## src/rtl/spi_flash_read_pkg.sv

```systemverilog
// Shared SPI-flash definitions: opcodes, sck divide ratio and read FSM state encoding.
// Build option: FLASH_FAST_READ_EN selects FAST_READ (0x0B) with 8 dummy clocks.
package spi_flash_read_pkg;

   localparam logic [7:0] OpRead     = 8'h03;
   localparam logic [7:0] OpFastRead = 8'h0B;
   localparam logic [7:0] OpWren     = 8'h06;
   localparam logic [7:0] OpSe       = 8'hD8;
   localparam logic [7:0] OpPp       = 8'h02;

   // sys_clk cycles per sck period
   localparam int unsigned SckDiv = 4;

   typedef enum logic [2:0] {
      StIdle,
      StSetup,
      StCmd,
      StAddr,
      StDummy,
      StData,
      StHold,
      StDesel
   } state_e;

   function automatic logic [7:0] read_opcode();
`ifdef FLASH_FAST_READ_EN
      return OpFastRead;
`else
      return OpRead;
`endif
   endfunction

endpackage

```

## src/rtl/spi_flash_read_bit_engine.sv

```systemverilog
// Mode-3 bit engine: one bit per SckDiv sys_clk cycles. sck falls and MOSI updates on the
// first count, sck rises and MISO is sampled at mid-period, bit_done_o on the last count.
module spi_flash_read_bit_engine
   import spi_flash_read_pkg::*;
(
   input  logic       sys_clk,
   input  logic       rst_n,
   input  logic       en_i,
   input  logic       tx_bit_i,
   input  logic       miso_i,
   output logic       sck_o,
   output logic       mosi_o,
   output logic [7:0] rx_byte_o,
   output logic       bit_done_o
);

   localparam logic [1:0] CntFall = 2'd0;
   localparam logic [1:0] CntRise = 2'(SckDiv / 2);
   localparam logic [1:0] CntLast = 2'(SckDiv - 1);

   logic [1:0] clk_cnt_q, clk_cnt_d;
   logic       sck_q, sck_d;
   logic       mosi_q, mosi_d;
   logic [7:0] rx_sr_q, rx_sr_d;

   // Next-state for the bit phase counter, sck, MOSI and the receive shifter.
   always_comb begin
      clk_cnt_d = clk_cnt_q;
      sck_d     = sck_q;
      mosi_d    = mosi_q;
      rx_sr_d   = rx_sr_q;
      if (!en_i) begin
         clk_cnt_d = '0;
         sck_d     = 1'b1;
         mosi_d    = 1'b0;
      end else begin
         clk_cnt_d = clk_cnt_q + 2'd1;
         if (clk_cnt_q == CntFall) begin
            sck_d  = 1'b0;
            mosi_d = tx_bit_i;
         end else if (clk_cnt_q == CntRise) begin
            sck_d   = 1'b1;
            rx_sr_d = {rx_sr_q[6:0], miso_i};
         end
      end
   end

   // Engine state registers; sck idles high out of reset.
   always_ff @(posedge sys_clk or negedge rst_n) begin
      if (!rst_n) begin
         clk_cnt_q <= '0;
         sck_q     <= 1'b1;
         mosi_q    <= 1'b0;
         rx_sr_q   <= '0;
      end else begin
         clk_cnt_q <= clk_cnt_d;
         sck_q     <= sck_d;
         mosi_q    <= mosi_d;
         rx_sr_q   <= rx_sr_d;
      end
   end

   assign sck_o      = sck_q;
   assign mosi_o     = mosi_q;
   assign rx_byte_o  = rx_sr_q;
   assign bit_done_o = en_i && (clk_cnt_q == CntLast);

endmodule

```

## src/rtl/spi_flash_read.sv

```systemverilog
// SPI-flash read initiator: READ/FAST_READ + 24-bit address, then rd_len bytes from MISO.
// Build option: FLASH_FAST_READ_EN inserts 8 dummy clocks and uses opcode 0x0B.
module spi_flash_read
   import spi_flash_read_pkg::*;
#(
   parameter int unsigned LEN_W        = 16,
   parameter int unsigned CS_SETUP_CYC = 4,
   parameter int unsigned CS_HOLD_CYC  = 4,
   parameter int unsigned CS_DESEL_CYC = 16
) (
   input  logic             sys_clk,
   input  logic             rst_n,
   input  logic             start,
   input  logic [23:0]      addr,
   input  logic [LEN_W-1:0] rd_len,
   input  logic             MISO,
   output logic             busy,
   output logic             done,
   output logic [7:0]       rd_data,
   output logic             rd_valid,
   output logic             cs_n,
   output logic             sck,
   output logic             MOSI
);

   localparam logic [15:0] SetupLast = 16'(CS_SETUP_CYC - 1);
   localparam logic [15:0] HoldLast  = 16'(CS_HOLD_CYC - 1);
   localparam logic [15:0] DeselLast = 16'(CS_DESEL_CYC - 1);

   state_e           state_q, state_d;
   logic [15:0]      cyc_cnt_q, cyc_cnt_d;
   logic [4:0]       bit_cnt_q, bit_cnt_d;
   logic [LEN_W-1:0] byte_cnt_q, byte_cnt_d;
   logic [31:0]      tx_sr_q, tx_sr_d;
   logic             cs_n_q, cs_n_d;
   logic             busy_q, busy_d;
   logic             done_q, done_d;
   logic [7:0]       rd_data_q, rd_data_d;
   logic             rd_valid_q, rd_valid_d;

   logic             eng_en;
   logic             tx_bit;
   logic [7:0]       rx_byte;
   logic             bit_done;

   assign eng_en = (state_q == StCmd) || (state_q == StAddr) ||
                   (state_q == StDummy) || (state_q == StData);
   // Opcode and address are shifted out of one 32-bit register; dummy/data drive 0.
   assign tx_bit = ((state_q == StCmd) || (state_q == StAddr)) ? tx_sr_q[31] : 1'b0;

   spi_flash_read_bit_engine u_bit_engine (
      .sys_clk    (sys_clk),
      .rst_n      (rst_n),
      .en_i       (eng_en),
      .tx_bit_i   (tx_bit),
      .miso_i     (MISO),
      .sck_o      (sck),
      .mosi_o     (MOSI),
      .rx_byte_o  (rx_byte),
      .bit_done_o (bit_done)
   );

   // Transaction FSM: phase sequencing, bit/byte counting and cs_n timing.
   always_comb begin
      state_d    = state_q;
      cyc_cnt_d  = cyc_cnt_q;
      bit_cnt_d  = bit_cnt_q;
      byte_cnt_d = byte_cnt_q;
      tx_sr_d    = tx_sr_q;
      cs_n_d     = cs_n_q;
      busy_d     = busy_q;
      done_d     = 1'b0;
      rd_data_d  = rd_data_q;
      rd_valid_d = 1'b0;
      unique case (state_q)
         StIdle: begin
            if (start) begin
               if (rd_len == '0) begin
                  done_d = 1'b1;
               end else begin
                  state_d    = StSetup;
                  tx_sr_d    = {read_opcode(), addr};
                  byte_cnt_d = rd_len;
                  busy_d     = 1'b1;
                  cs_n_d     = 1'b0;
                  cyc_cnt_d  = '0;
               end
            end
         end
         StSetup: begin
            if (cyc_cnt_q == SetupLast) begin
               state_d   = StCmd;
               cyc_cnt_d = '0;
               bit_cnt_d = '0;
            end else begin
               cyc_cnt_d = cyc_cnt_q + 16'd1;
            end
         end
         StCmd: begin
            if (bit_done) begin
               tx_sr_d = {tx_sr_q[30:0], 1'b0};
               if (bit_cnt_q == 5'd7) begin
                  state_d   = StAddr;
                  bit_cnt_d = '0;
               end else begin
                  bit_cnt_d = bit_cnt_q + 5'd1;
               end
            end
         end
         StAddr: begin
            if (bit_done) begin
               tx_sr_d = {tx_sr_q[30:0], 1'b0};
               if (bit_cnt_q == 5'd23) begin
`ifdef FLASH_FAST_READ_EN
                  state_d = StDummy;
`else
                  state_d = StData;
`endif
                  bit_cnt_d = '0;
               end else begin
                  bit_cnt_d = bit_cnt_q + 5'd1;
               end
            end
         end
`ifdef FLASH_FAST_READ_EN
         StDummy: begin
            if (bit_done) begin
               if (bit_cnt_q == 5'd7) begin
                  state_d   = StData;
                  bit_cnt_d = '0;
               end else begin
                  bit_cnt_d = bit_cnt_q + 5'd1;
               end
            end
         end
`endif
         StData: begin
            if (bit_done) begin
               if (bit_cnt_q == 5'd7) begin
                  // The 8th sample landed last cycle, so rx_byte is complete here.
                  rd_data_d  = rx_byte;
                  rd_valid_d = 1'b1;
                  bit_cnt_d  = '0;
                  byte_cnt_d = byte_cnt_q - LEN_W'(1);
                  if (byte_cnt_q == LEN_W'(1)) begin
                     state_d   = StHold;
                     cyc_cnt_d = '0;
                  end
               end else begin
                  bit_cnt_d = bit_cnt_q + 5'd1;
               end
            end
         end
         StHold: begin
            if (cyc_cnt_q == HoldLast) begin
               state_d   = StDesel;
               cs_n_d    = 1'b1;
               cyc_cnt_d = '0;
            end else begin
               cyc_cnt_d = cyc_cnt_q + 16'd1;
            end
         end
         StDesel: begin
            if (cyc_cnt_q == DeselLast) begin
               state_d = StIdle;
               done_d  = 1'b1;
               busy_d  = 1'b0;
            end else begin
               cyc_cnt_d = cyc_cnt_q + 16'd1;
            end
         end
         default: begin
            state_d = StIdle;
            cs_n_d  = 1'b1;
            busy_d  = 1'b0;
         end
      endcase
   end

   // State registers; an asynchronous reset aborts any transaction on the spot.
   always_ff @(posedge sys_clk or negedge rst_n) begin
      if (!rst_n) begin
         state_q    <= StIdle;
         cyc_cnt_q  <= '0;
         bit_cnt_q  <= '0;
         byte_cnt_q <= '0;
         tx_sr_q    <= '0;
         cs_n_q     <= 1'b1;
         busy_q     <= 1'b0;
         done_q     <= 1'b0;
         rd_data_q  <= '0;
         rd_valid_q <= 1'b0;
      end else begin
         state_q    <= state_d;
         cyc_cnt_q  <= cyc_cnt_d;
         bit_cnt_q  <= bit_cnt_d;
         byte_cnt_q <= byte_cnt_d;
         tx_sr_q    <= tx_sr_d;
         cs_n_q     <= cs_n_d;
         busy_q     <= busy_d;
         done_q     <= done_d;
         rd_data_q  <= rd_data_d;
         rd_valid_q <= rd_valid_d;
      end
   end

   assign busy     = busy_q;
   assign done     = done_q;
   assign rd_data  = rd_data_q;
   assign rd_valid = rd_valid_q;
   assign cs_n     = cs_n_q;

endmodule

```

## config.mk

```make
export PLATFORM = sky130hd
export DESIGN_NAME = spi_flash_read
export DESIGN_NICKNAME = d
export VERILOG_FILES = /design/src/rtl/spi_flash_read_pkg.sv /design/src/rtl/spi_flash_read_bit_engine.sv /design/src/rtl/spi_flash_read.sv
export SDC_FILE = /design/constraint.sdc
export NUM_CORES = 1
export LEC_CHECK = 0
export BUFFER_PORTS_ARGS = -buffer_cell sky130_fd_sc_hd__clkbuf_2
export CELL_PAD_IN_SITES_DETAIL_PLACEMENT = 0
export CELL_PAD_IN_SITES_GLOBAL_PLACEMENT = 1
export CORE_MARGIN = 3
export CORE_UTILIZATION = 45
export DETAILED_ROUTE_END_ITERATION = 6
export PLACE_DENSITY = 0.84
export SYNTH_ARGS = -nofsm -noshare
export SYNTH_HDL_FRONTEND = slang
export SYNTH_SLANG_ARGS = --single-unit
```

## constraint.sdc

```tcl
create_clock -name sys_clk -period 5.1 [get_ports sys_clk]
set_input_delay 0.255 -clock sys_clk [delete_from_list [all_inputs] [get_ports sys_clk]]
set_output_delay 0.255 -clock sys_clk [all_outputs]
set_load 0.02 [all_outputs]
```

# [After elaboration in Yosys (flattened, before gate mapping)]
# Cells that the tools add are included.
[word_totals] ff_bits=96 output_inout_bits=14 word_cells=135 inputBits=44
[op_classes] bitwise_logic=3 add_sub_neg=4 muxes=58 reduce_logical=25 n_eq_ne=31
[op_table] op="$mux 16" n=11
[op_table] op="$mux 32" n=3
[op_table] op="$pmux 16 s4" n=1
[op_table] op="$pmux 32 s2" n=1
[op_table] op="$mux 3" n=12
[op_table] op="$pmux 16 s2" n=1
[op_table] op="$mux 5" n=5
[op_table] op="$pmux 3 s7" n=1
[op_table] op="$ne 2x2->1 const B" n=10
[op_table] op="$mux 1" n=18
[op_table] op="$add 16x1->16 const B" n=1
[op_table] op="$eq 16x1->1 const B" n=1
[op_table] op="$eq 16x2->1 const B" n=1
[op_table] op="$eq 16x4->1 const B" n=1
[op_table] op="$logic_not 16->1" n=1
[op_table] op="$reduce_and 4->1" n=4
[op_table] op="$sub 16x1->16 const B" n=1
[op_table] op="$pmux 5 s3" n=1
[op_table] op="$eq 3x3->1 const B" n=4
[op_table] op="$ne 2x1->1 const B" n=6
[op_table] op="$reduce_and 12->1" n=1
[op_table] op="$reduce_or 5->1" n=2
[op_table] op="$reduce_and 7->1" n=1
[op_table] op="$eq 3x2->1 const B" n=2
[op_table] op="21 further kinds" n=31

# [Longest topological paths before layout]
[depth] word_depth=7 depth_mapped=11 mapped_depth_nobuf=8

# [Hierarchy]
# From an unflattened synthesis, not the netlist that was laid out.
[unflattened] cells_unflattened=513 hier_area_um2=4974.8
[modules_own_cells] mod="spi_flash_read" n_inst=1 cells_per_inst=479 area_per_inst_um2=4470.5 seq_area_each_um2=2103.3
[modules_own_cells] mod="spi_flash_read_bit_engine" n_inst=1 cells_per_inst=34 area_per_inst_um2=504.2 seq_area_each_um2=301.5

# [Worst setup path after synthesis]
# OpenSTA, ideal clock, no wires.
[synth_timing] kind="register to register" start="register cyc_cnt_q[0]" end="register state_q[0]" setup_time_ns=0.128 path_stages_with_launch=7 t_arrival_ns=2.284 slack_ns=2.688 path_buffers=0 required_ns=4.972 period_less_slack_ns=2.412 cell_sequence="dfrtp_1 ha_1 or3b_2 or4_4 a211oi_2 nand3b_1 mux2_1"
[synth_between] elab_chain_cells=3 elab_cells_between_ends=6 classes_between="5 x eq/ne; 1 x reduce/logical"
[synth_lines] element="start, declared" line_no="spi_flash_read.sv:31" text="logic [15:0] cyc_cnt_q, cyc_cnt_d;"
[synth_lines] element="start signal, assigned" line_no="spi_flash_read.sv:195" text="cyc_cnt_q <= cyc_cnt_d;"
[synth_lines] element="$eq 16x4->1 / $eq 16x2->1 (equally long branches)" line_no="spi_flash_read.sv:164, spi_flash_read.sv:91, spi_flash_read.sv:155"
[synth_lines] element="$ne 2x2->1 (no source line)"
[synth_lines] element="$reduce_and 12->1 (no source line) (*)"
[synth_lines] element="end signal, assigned" line_no="spi_flash_read.sv:183" text="state_q <= StIdle;"
[synth_lines] element="end signal, assigned" line_no="spi_flash_read.sv:194" text="state_q <= state_d;"
[synth_lines] element="end, declared" line_no="spi_flash_read.sv:30" text="state_e state_q, state_d;"
# Every way passes the cells marked *; elsewhere a longest branch is shown, timed or not.
# A chain may end at the register's enable or synchronous reset.

# [Worst setup path in the final report]
[layout_timing] start="register state_q[1]" end="register cyc_cnt_q[15]"
[layout_between] elab_chain_cells=7 elab_cells_between_ends=22 classes_between="13 x eq/ne; 1 x mux; 8 x reduce/logical"
[layout_lines] element="$eq 3x2->1" line_no="spi_flash_read.sv:46" text="assign eng_en = (state_q == StCmd) || (state_q == StAddr) ||"
[layout_lines] element="$logic_or 1x1->1 (2 in a row)" line_no="spi_flash_read.sv:46"
[layout_lines] element="$logic_or 1x1->1" line_no="spi_flash_read.sv:47" text="(state_q == StDummy) || (state_q == StData);"
[layout_lines] element="$logic_and 1x1->1" line_no="spi_flash_read_bit_engine.sv:66" text="assign bit_done_o = en_i && (clk_cnt_q == CntLast);"
[layout_lines] element="$ne 2x2->1 (no source line)"
[layout_lines] element="$reduce_and 7->1 (no source line)"
# Parallel ways exist; a longest one is shown, timed or not.

==> results_dict.tcl <==
set metrics [dict create \
    vias 3970 \
    path_clk_slew_ps 90 \
    fp-row-count 38 \
    design.die.area_um2 12500 \
    hold_end "tx_sr_q[0]$_DFFE_PN0P_" \
    yosysTopAreaCell "dfrtp_1" \
    cts_resized 0 \
    final_core_util_pct 51.5 \
    total_power_uw 2850 \
    syn_area_um2 5040 \
    dr.pass1.iters 4 \
    fillers 994 \
    cts_sinks 96 \
    path_class "register to register" \
    tightestPinTransition_ps 1010 \
    slew_headroom_pct 32.4 \
    status "completed" \
    insertion_delay_ps 380 \
    drtIter0Drc 266 \
    yosysTopAreaCellShare_pct 46.7 \
    clockRootBuffer "clkbuf_8" \
    overflow 0 \
    setup_viol 0 \
    synth_cell_types 63 \
    hp-start "addr[0]" \
    power_density_nw_per_um2 508 \
    path_buf_inv 1 \
    cp-end-kind "register" \
    nets 617 \
    r2r-end "cyc_cnt_q[15]$_DFFE_PN0P_" \
    drive_gt1_share_pct 20.5 \
    critPathSlowestCell "nand2_1" \
    initial_core_util_pct 46.3 \
    layout_common_cells "dfrtp_1 (94), o21ai_0 (71), nand2_1 (59)" \
    ir_drop_v 0.000215 \
    hold_path_class "input pin to register" \
    setup_tns_ps 0 \
    ios 58 \
    required_ps 5320 \
    worst-endpoint-arrival_ps 3440 \
    die_width_um 112 \
    fp.dieH_um 112 \
    htreeDepth 3 \
    wl_per_cell_um 14.7 \
    syn_area_per_cell_um2 9.75 \
    antenna_found_initial 0 \
    postCtsHoldBufs 1 \
    cts_buffers 9 \
    finClkSkew_ps 17.2 \
    grt_start_max_net_pins 65 \
    r2r_cells 7 \
    synth_area_leaders "dfrtp_1 (47%), o21ai_0 (7.1%), mux2i_1 (5.4%), nand2_1 (4.4%), mux2_2 (4.0%)" \
    postRouteAntennaNets 0 \
    whs_path_depth 3 \
    yosysWarnings 0 \
    path_cells "inv_1, ha_1, nand2_1, a41o_1, nand3b_4, or2_1, o31ai_1" \
    regToRegStartpoint "state_q[1]$_DFFE_PN0P_" \
    cts_setup_buffers 0 \
    finalHoldViolations 0 \
    cp_max_fo 32 \
    leakagePower_uw 0.00259 \
    routed_wl_mm 10.4 \
    critPathMaxStageDelay_ps 670 \
    seq_area_um2 2400 \
    synth-edff-count 0 \
    cts_tree "done" \
    n_antenna_cell 0 \
    max_freq_mhz 311 \
    area_growth_pct 11.2 \
    maxSlewViolCount 0 \
    clock_path_buffers 2 \
    cp_top_family "simple AND/OR/NAND/NOR gates" \
    rsz0062_at_grt "no" \
    yosysSeqAreaShare_pct 47.7 \
    period_minus_slack_ps 3220 \
    dp.final_hpwl_mm 7.15 \
    worst-r2r-setup-slack_ps 1880 \
    final_common_cell "dfrtp_1" \
    core_um2 10900 \
    synth-seq-cells 96 \
    grt_pass1_vias 3913 \
    fin_crit_sh_pct 63.1 \
    synthCells 517 \
    multiInputGateArea_um2 2490 \
    synth_fp_nets 572 \
    drc 0 \
    io_buffers 57 \
    async_reset_ff_share_pct 100 \
    cp-start-kind "register" \
    synth_flop_cell "dfrtp_1" \
    viasPerCell 5.62 \
    gp_congestion 0.829 \
    gr-usage-all-layers_pct 17.5 \
    cap_violations 0 \
    grt_pass1_wl_mm 18.3 \
]
final cells by class:
class,count,area share [%]
Clock buffer,11,2.34
Clock inverter,5,0.736
Multi-Input combinational cell,383,44.5
Timing Repair Buffer,61,5.71
Tap cell,140,3.12
Sequential cell,96,42.9
Inverter,11,0.736
worst register-to-register path, delay by kind of cell, from the launching register on:
kind / cells / cell delay [ps]
adders and majority gates: 1 / 400
and+or+nand+nor: 3 / 1470
buffers and inverters: 1 / 100
AOI/OAI and AO/OA: 2 / 670
DFF: 1 / 440
state kept, by name (all words and copies together) (netlist names):
name and count:
cyc_cnt_q 16, done 1, cs_n 1, rd_data 8
u_bit_engine.clk_cnt_q 2, tx_sr_q 32, rd_valid 1, u_bit_engine.mosi_o 1
byte_cnt_q 16, state_q 3, busy 1, u_bit_engine.rx_byte_o 8
u_bit_engine.sck_o 1, bit_cnt_q 5
how the worst max path moves through the flow:
stage	start	endpoint	slack [ps]	cells past startpoint
floorplan	cyc_cnt_q[0]$_DFFE_PN0P_	state_q[0]$_DFFE_PN0P_	2690	6
global placement	cyc_cnt_q[0]$_DFFE_PN0P_	cyc_cnt_q[3]$_DFFE_PN0P_	2050	6
detailed placement	state_q[1]$_DFFE_PN0P_	cyc_cnt_q[5]$_DFFE_PN0P_	1930	7
CTS	state_q[1]$_DFFE_PN0P_	cyc_cnt_q[15]$_DFFE_PN0P_	1920	7
global route	state_q[1]$_DFFE_PN0P_	cyc_cnt_q[15]$_DFFE_PN0P_	1580	7
finish	state_q[1]$_DFFE_PN0P_	cyc_cnt_q[15]$_DFFE_PN0P_	1880	7
synthesized netlist by cell type, types with 5 or more instances:
| cell type | number |
|---|---|
| dfrtp_1 | 94 |
| o21ai_0 | 72 |
| nand2_1 | 59 |
| nor2_1 | 36 |
| mux2i_1 | 27 |
| clkbuf_1 | 21 |
| a21oi_1 | 18 |
| mux2_2 | 18 |
| nor3_1 | 14 |
| ha_1 | 11 |
| inv_1 | 11 |
| nand3_1 | 11 |
| nor4_1 | 9 |
| a31oi_1 | 8 |
| o31ai_1 | 6 |
| o31ai_2 | 6 |
| nand2b_1 | 5 |
| nand4_1 | 5 |
| o22a_1 | 5 |
cells by family (layout without fill, tap and decap cells):
logic type / count (synthesis) / after routing / share of synthesized area (%)
adders and majority gates: 11 / 11 / 2.73
buffers and inverters: 38 / 88 / 3.15
AOI/OAI and AO/OA: 148 / 148 / 18.5
DFF: 96 / 96 / 47.7
and+or+nand+nor: 177 / 177 / 18.1
muxes: 47 / 47 / 9.83
metrics by stage:
stage | std cells | setup WS (ps) | area (µm²) | hold WS [ps]
5_1_grt | 707 | 1580 | 5610 | 114
3_3_place_gp | 690 | 2050 | 5430 | 278
3_5_place_dp | 690 | 1930 | 5430 | 282
4_1_cts | 707 | 1920 | 5610 | 93.7
2_1_floorplan | 517 | 2690 | 5040 | -40.6
6_report | 707 | 1880 | 5610 | 109
report_power, final:
group / internal (µW) / switching, µW
logic: 479 / 723
registers: 998 / 182
clock network: 183 / 283
metal layers:
layer | routed length (µm) | share of wire [%] | vias to the layer above | GRT usage (%)
li1 | - | - | 1975 | -
met1 | 5080 | 49 | 1897 | 23.5
met2 | 4670 | 45 | 80 | 27.7
met3 | 455 | 4.4 | 18 | 3.70
met4 | 216 | 2.1 | 0 | 7.54
met5 | 0 | 0 | - | 0
Power figures use the tool's default switching activity.
